--- src/rtl/pulse_stretcher.sv ---
// pulse_stretcher: turns single-cycle event strobes into fixed-length level
// windows, each followed by a mandatory inactive gap. Strobes that arrive while
// a window or gap is running are queued in a saturating counter and replayed.
//
//   state | meaning
//   ------+-----------------------------------------------------------------
//   IDLE  | no window in progress, queue empty, level_o inactive
//   HIGH  | active window, r_cnt counts 0 .. high_cycles_p-1
//   GAP   | inactive gap, r_cnt counts 0 .. gap_cycles_p-1; the last gap
//         | cycle either replays a queued strobe, starts a window directly
//         | from a fresh strobe, or falls back to IDLE
module pulse_stretcher #(
  parameter int unsigned high_cycles_p = 4,
  parameter int unsigned gap_cycles_p  = 2,
  parameter int unsigned max_pending_p = 3,
  parameter int unsigned cnt_width_p   = 8,
  parameter logic        active_high_p = 1'b1
) (
  input  logic                                 clk_i,
  input  logic                                 reset_ni,
  input  logic                                 pulse_i,
  output logic                                 level_o,
  output logic                                 busy_o,
  output logic [$clog2(max_pending_p+1)-1:0]   pending_o,
  output logic                                 drop_o
);

  localparam int unsigned PendW = $clog2(max_pending_p + 1);

  // Terminal counts: the counter runs up from 0 and stops at parameter-1.
  localparam logic [cnt_width_p-1:0] HighLast = cnt_width_p'(high_cycles_p - 1);
  localparam logic [cnt_width_p-1:0] GapLast  = cnt_width_p'(gap_cycles_p - 1);
  localparam logic [PendW-1:0]       PendMax  = PendW'(max_pending_p);

  typedef enum logic [1:0] {
    IDLE = 2'd0,
    HIGH = 2'd1,
    GAP  = 2'd2
  } state_t;

  state_t                 r_state;
  logic [cnt_width_p-1:0] r_cnt;
  logic [PendW-1:0]       r_pend;

  logic             w_high_done;
  logic             w_gap_done;
  logic             w_consume;
  logic             w_direct;
  logic             w_queue_req;
  logic             w_accept;
  logic             w_drop;
  logic [PendW-1:0] w_pend_nxt;

  assign w_high_done = (r_state == HIGH) && (r_cnt == HighLast);
  assign w_gap_done  = (r_state == GAP)  && (r_cnt == GapLast);

  // Last gap cycle with work queued: the oldest queued strobe starts the next window.
  assign w_consume   = w_gap_done && (r_pend != '0);

  // Last gap cycle with an empty queue: a fresh strobe starts a window straight away.
  assign w_direct    = w_gap_done && (r_pend == '0) && pulse_i;

  // Any other strobe outside IDLE has to go through the queue.
  assign w_queue_req = pulse_i && (r_state != IDLE) && !w_direct;

  // A slot freed by a same-cycle consume makes room even when the queue is full.
  assign w_accept    = w_queue_req && ((r_pend != PendMax) || w_consume);
  assign w_drop      = w_queue_req && !w_accept;

  assign pending_o   = r_pend;

  // Next queue depth: accept and consume in the same cycle cancel out.
  always_comb begin
    w_pend_nxt = r_pend;
    if (w_accept && !w_consume) begin
      w_pend_nxt = r_pend + 1'b1;
    end else if (!w_accept && w_consume) begin
      w_pend_nxt = r_pend - 1'b1;
    end
  end

  // Window/gap sequencer with registered outputs; reset aborts everything with no replay.
  always_ff @(posedge clk_i) begin
    if (!reset_ni) begin
      r_state <= IDLE;
      r_cnt   <= '0;
      r_pend  <= '0;
      drop_o  <= 1'b0;
      busy_o  <= 1'b0;
      level_o <= ~active_high_p;
    end else begin
      r_pend <= w_pend_nxt;
      drop_o <= w_drop;
      case (r_state)
        IDLE: begin
          if (pulse_i) begin
            r_state <= HIGH;
            r_cnt   <= '0;
            level_o <= active_high_p;
            busy_o  <= 1'b1;
          end
        end
        HIGH: begin
          if (w_high_done) begin
            r_state <= GAP;
            r_cnt   <= '0;
            level_o <= ~active_high_p;
          end else begin
            r_cnt <= r_cnt + 1'b1;
          end
        end
        GAP: begin
          if (w_gap_done) begin
            r_cnt <= '0;
            if (w_consume || w_direct) begin
              r_state <= HIGH;
              level_o <= active_high_p;
            end else begin
              r_state <= IDLE;
              busy_o  <= 1'b0;
            end
          end else begin
            r_cnt <= r_cnt + 1'b1;
          end
        end
        default: begin
          r_state <= IDLE;
          r_cnt   <= '0;
          level_o <= ~active_high_p;
          busy_o  <= 1'b0;
        end
      endcase
    end
  end

endmodule

--- config.mk ---
export PLATFORM = sky130hd
export DESIGN_NAME = pulse_stretcher
export DESIGN_NICKNAME = d
export VERILOG_FILES = /design/src/rtl/pulse_stretcher.sv
export SDC_FILE = /design/constraint.sdc
export NUM_CORES = 1
export LEC_CHECK = 0
export ABC_AREA = 1
export ABC_CLOCK_PERIOD_IN_PS = 5200
export BUFFER_PORTS_ARGS = -buffer_cell sky130_fd_sc_hd__buf_2
export CAP_MARGIN = 0
export CORE_ASPECT_RATIO = 1.1
export CORE_MARGIN = 2
export CORE_UTILIZATION = 45
export CTS_CLUSTER_DIAMETER = 60
export DETAILED_ROUTE_END_ITERATION = 16
export PLACE_DENSITY = 0.62
export REMOVE_ABC_BUFFERS = 1
export SLEW_MARGIN = 10
export SYNTH_ARGS = -nofsm -noshare
export SYNTH_HDL_FRONTEND = slang
export SYNTH_SLANG_ARGS = --single-unit
--- constraint.sdc ---
create_clock -name clk_i -period 5.2 [get_ports clk_i]
set_input_delay 0.26 -clock clk_i [delete_from_list [all_inputs] [get_ports clk_i]]
set_output_delay 0.26 -clock clk_i [all_outputs]
set_load 0.02 [all_outputs]
# After elaboration in Yosys (flattened, before gate mapping)
# Index checks and enable logic that the tools add are counted.
[word_totals]
regBits = 15
latchBits = 0
ram_bits = 0
rom_bits = 0
in_bits = 3
out_inout_bits = 5
n_memories = 0
[classes]
add_sub_neg = 3
multipliers = 0
div = 0
order_cmp = 0
n_eq_ne = 10
shifts = 0
muxes = 19
bitwise_logic = 1
reduce_logical = 24
[op_table]
columns = ["cell", "n"]
rows = [
  ["$mux 8", 3],
  ["$pmux 8 s3", 1],
  ["$logic_and 1x1->1", 11],
  ["$mux 2", 5],
  ["$ne 2x2->1 const B", 5],
  ["$add 8x1->8 const B", 1],
  ["$eq 8x1->1 const B", 1],
  ["$eq 8x2->1 const B", 1],
  ["$reduce_and 4->1", 2],
  ["$mux 1", 7],
  ["$pmux 1 s3", 2],
  ["$pmux 2 s3", 1],
  ["$reduce_bool 2->1", 3],
  ["$logic_not 2->1", 2],
  ["$logic_not 1->1", 3],
  ["$reduce_and 3->1", 1],
  ["$add 2x1->2 const B", 1],
  ["$eq 2x1->1 const B", 1],
  ["$eq 2x2->1 const B", 1],
  ["$logic_or 1x1->1", 2],
  ["$ne 2x1->1 const B", 1],
  ["$sub 2x1->2 const B", 1],
  ["$not 1->1", 1],
]

# Logic depth before layout (Yosys ltp)
[logic_depth]
word_depth = 11
mapped_depth = 12
ltp_nobuf = 12

# Worst setup path after synthesis
# OpenSTA, ideal clock, no wires.
[synth_timing]
kind = "flip-flop to flip-flop"
start = "reg r_cnt[0]"
end = "reg r_pend[1] (netlist: pending_o[1])"
setup_time_ps = 122
arrival_ps = 1718
required_ps = 5078
path_slack_ps = 3360
stages_incl_launch_ff = 12
path_cell_list = "dfxtp_1 -> ha_1 -> nand2_1 -> nor2_1 -> nand3_1 -> and3_1 -> nor2_1 -> ha_1 -> a21oi_1 -> o21ai_0 -> o21ai_0 -> a21oi_1"
[synth_between]
elab_chain_len = 10
word_cells_on_any_way = 15
[synth_lines]
columns = ["element", "line_no", "rtl"]
rows = [
  ["start, declared", "42", "logic [cnt_width_p-1:0] r_cnt;"],
  ["start signal, assigned", "109", "r_cnt <= r_cnt + 1'b1;"],
  ["start signal, assigned", "123", "r_cnt <= r_cnt + 1'b1;"],
  ["$eq 8x1->1 *", "55", "assign w_gap_done = (r_state == GAP) && (r_cnt == GapLast);"],
  ["$logic_and 1x1->1 *", "55", ""],
  ["$logic_and 1x1->1 (2 in a row)", "61", "assign w_direct = w_gap_done && (r_pend == '0) && pulse_i;"],
  ["$logic_not 1->1", "64", "assign w_queue_req = pulse_i && (r_state != IDLE) && !w_direct;"],
  ["$logic_and 1x1->1", "64", ""],
  ["$logic_and 1x1->1", "67", "assign w_accept = w_queue_req && ((r_pend != PendMax) || w_consume);"],
  ["$logic_not 1->1", "77", "end else if (!w_accept && w_consume) begin"],
  ["$logic_and 1x1->1", "77", ""],
  ["$reduce_bool 2->1 (no source line)", "-", ""],
  ["end signal, assigned", "92", "r_pend <= w_pend_nxt;"],
  ["end, declared", "43", "logic [PendW-1:0] r_pend;"],
]
# Every way passes the cells marked *; elsewhere a longest branch is shown, timed or not.
# A chain may end at the register's enable or synchronous reset.

# Final worst setup path
# Same ends and word-level chain as after synthesis.

==> flow_summary.ini <==
[job]
cap_violations = 0

[clocking]
postCtsHoldBufs = 0
cts_sinks = 15
cts_setup_buffers = 0
cts_made_buffers = 3
cts_tree = yes
cts_root_buffer = clkbuf_4
htree_levels = 1
cts_resized = 0
path_clk_slew_ns = 0.09
clock_latency_ns = 0.28
clockBufferDepth = 2

[worst_setup_path]
crit_type = flip-flop to flip-flop
cp.required_ns = 5.38
cp-start-kind = flip-flop
path_cells = ha_1 -> nand2_1 -> nor2_1 -> nand3_1 -> and3_1 -> nor2_1 -> ha_1 -> a21oi_1 -> o21ai_0 -> o21ai_0 -> a21oi_1
path_max_fanout = 5
setup.worst_path.end_class = flip-flop
cp_slowest_cell = dfxtp_1
arrival_ns = 2.26
slowest_delay_ns = 0.40

[timing]
worst_pin_slew_ns = 0.419
fmax_ghz = 0.480
slew_viol_final = 0
finalClockSkew_ns = 0.00236
rsz0062_at_grt = no
period_share = 0.401
finalSetupViolCount = 0
fin_setup_tns_ns = 0
period_minus_slack_ns = 2.08
relSlewSlack = 0.720
setup_ws_ns = 3.12
hold_viol = 0

[cells_and_area]
final_core_util = 0.506
area_growth_pct = 7.82
diodes = 0
design_area_um2 = 1000
fin_cells = 172
drive_above_1_share = 0.132
fill_cells = 202
nNetsFinal = 155

[floorplan]
start_util = 0.469
die_w_um = 47.3
row_count = 17
ios = 8
fp.dieH_um = 51.6
core_area_um2 = 1980
fp.dieArea_um2 = 2440

[grt]
grt_overflow = 0
antenna_found_initial = 0
grt_usage = 0.174
grt_max_degree = 12
grt_pass1_vias = 756
grt_first_pass_wirelength_um = 3080

[min_path]
hp-class = input pin to flip-flop

[route]
vias = 823
avgRoutedWirePerCell_um = 9.73
drcViolationCount = 0
drt_first_iter_violations = 28
wirelength_um = 1670
vias_per_cell = 4.78
first_pass_iters = 4
ant_nets = 0

[placement]
port_buffers = 7
placedCellCount = 168
dp_slack_ns = 3.12
routabilityCongestion = 0.816
place_area_um2 = 973
dp_hpwl_um = 1380

[synthesis]
synthArstFlopShare = 0
synth_edf_count = 0
ys.warnings.count = 0
synthCells = 135
ys_seq_area_frac = 0.323
yosys.area.top_type_share = 0.323
ys_ff_latch = 15
syn_avg_cell_area_um2 = 6.88
syn_area_um2 = 928
ys_top_cells_by_area = dfxtp_1, ha_1, inv_1
synth_top_area_cell = dfxtp_1
synth_cell_type_count = 19
synth_ff_type = dfxtp_1
yosysMostFrequentCell = inv_1
synth_common_cells = inv_1, nand2_1, nor2_1

[run_status]
status = completed

[pwr]
p_per_area_nw_per_um2 = 433
vdd_drop_max_mv = 0.249
leakagePower_nw = 0.475
critical path, delay by kind of cell (launching register included):
kind / cells / cell delay, ns
simple gates: 5 / 0.69
compound gates: 4 / 0.45
fa+ha+maj: 2 / 0.43
flops: 1 / 0.40
routing by layer:
layer	part of all wire	routed length (µm)	up-vias	track usage
li1	-	-	446	-
met4	0.016	27	0	0.0694
met2	0.51	850	13	0.277
met1	0.45	747	360	0.220
met3	0.029	49	4	0.0417
met5	0	0	-	0
state kept, by name, summed over array words and instances, names as in the netlist:
signal and cells:
level_o 1, r_cnt 8, r_state 2, pending_o 2
drop_o 1, busy_o 1
placed cells by master (no fill, tap or decap), types with 4 or more instances in the layout:
master	instances
nand2_1	22
ha_1	7
a21oi_1	9
nor2_1	18
inv_1	23
nand3_1	12
buf_2	7
nand2_2	4
dfxtp_1	15
o21ai_0	8
layout make-up:
cell class / instances / area [µm²] / share of cell area
clock inverter: 1 / 5.00 / 0.00500
tap: 28 / 35.0 / 0.0350
inverter: 23 / 86.3 / 0.0863
multi-input combinational: 95 / 517 / 0.516
clock buffer: 3 / 22.5 / 0.0225
sequential: 15 / 300 / 0.300
timing repair buffer: 7 / 35.0 / 0.0350
metrics by stage:
stage | hold slack [ns] | power [mW]
final | 0.270 | 0.434
after CTS | 0.264 | 0.440
after global placement | 0.444 | 0.368
after global routing | 0.301 | 0.482
after floorplan | 0.381 | 0.322
after detailed placement | 0.455 | 0.370
worst paths after layout:
| path | startpoint | end | slack, ns | depth (start not counted) |
|---|---|---|---|---|
| max | r_cnt[0] | pending_o[1] | 3.12 | 11 |
| min | pulse_i | drop_o | 0.27 | 3 |
| max reg2reg | r_cnt[0] | pending_o[1] | 3.12 | 11 |
| min reg2reg | level_o | level_o | 0.46 | 2 |
cells by family (layout without fill, tap and decap cells):
logic type / after synthesis / in the layout / synth area share
buffers and inverters: 25 / 34 / 0.120
AND/OR/NAND/NOR: 67 / 67 / 0.334
AO/OA/AOI/OAI: 18 / 18 / 0.0997
XOR/XNOR: 3 / 3 / 0.0283
flip-flops: 15 / 15 / 0.323
adder cells (fa/ha/maj): 7 / 7 / 0.0943
power by group:
part | leakage, nW | switching [mW] | internal [mW]
Sequential | 0.122 | 0.0139 | 0.136
Clock | 0.0177 | 0.0391 | 0.0286
Combinational | 0.335 | 0.142 | 0.0738
Total | 0.475 | 0.195 | 0.238
Power figures use the tool's default switching activity.
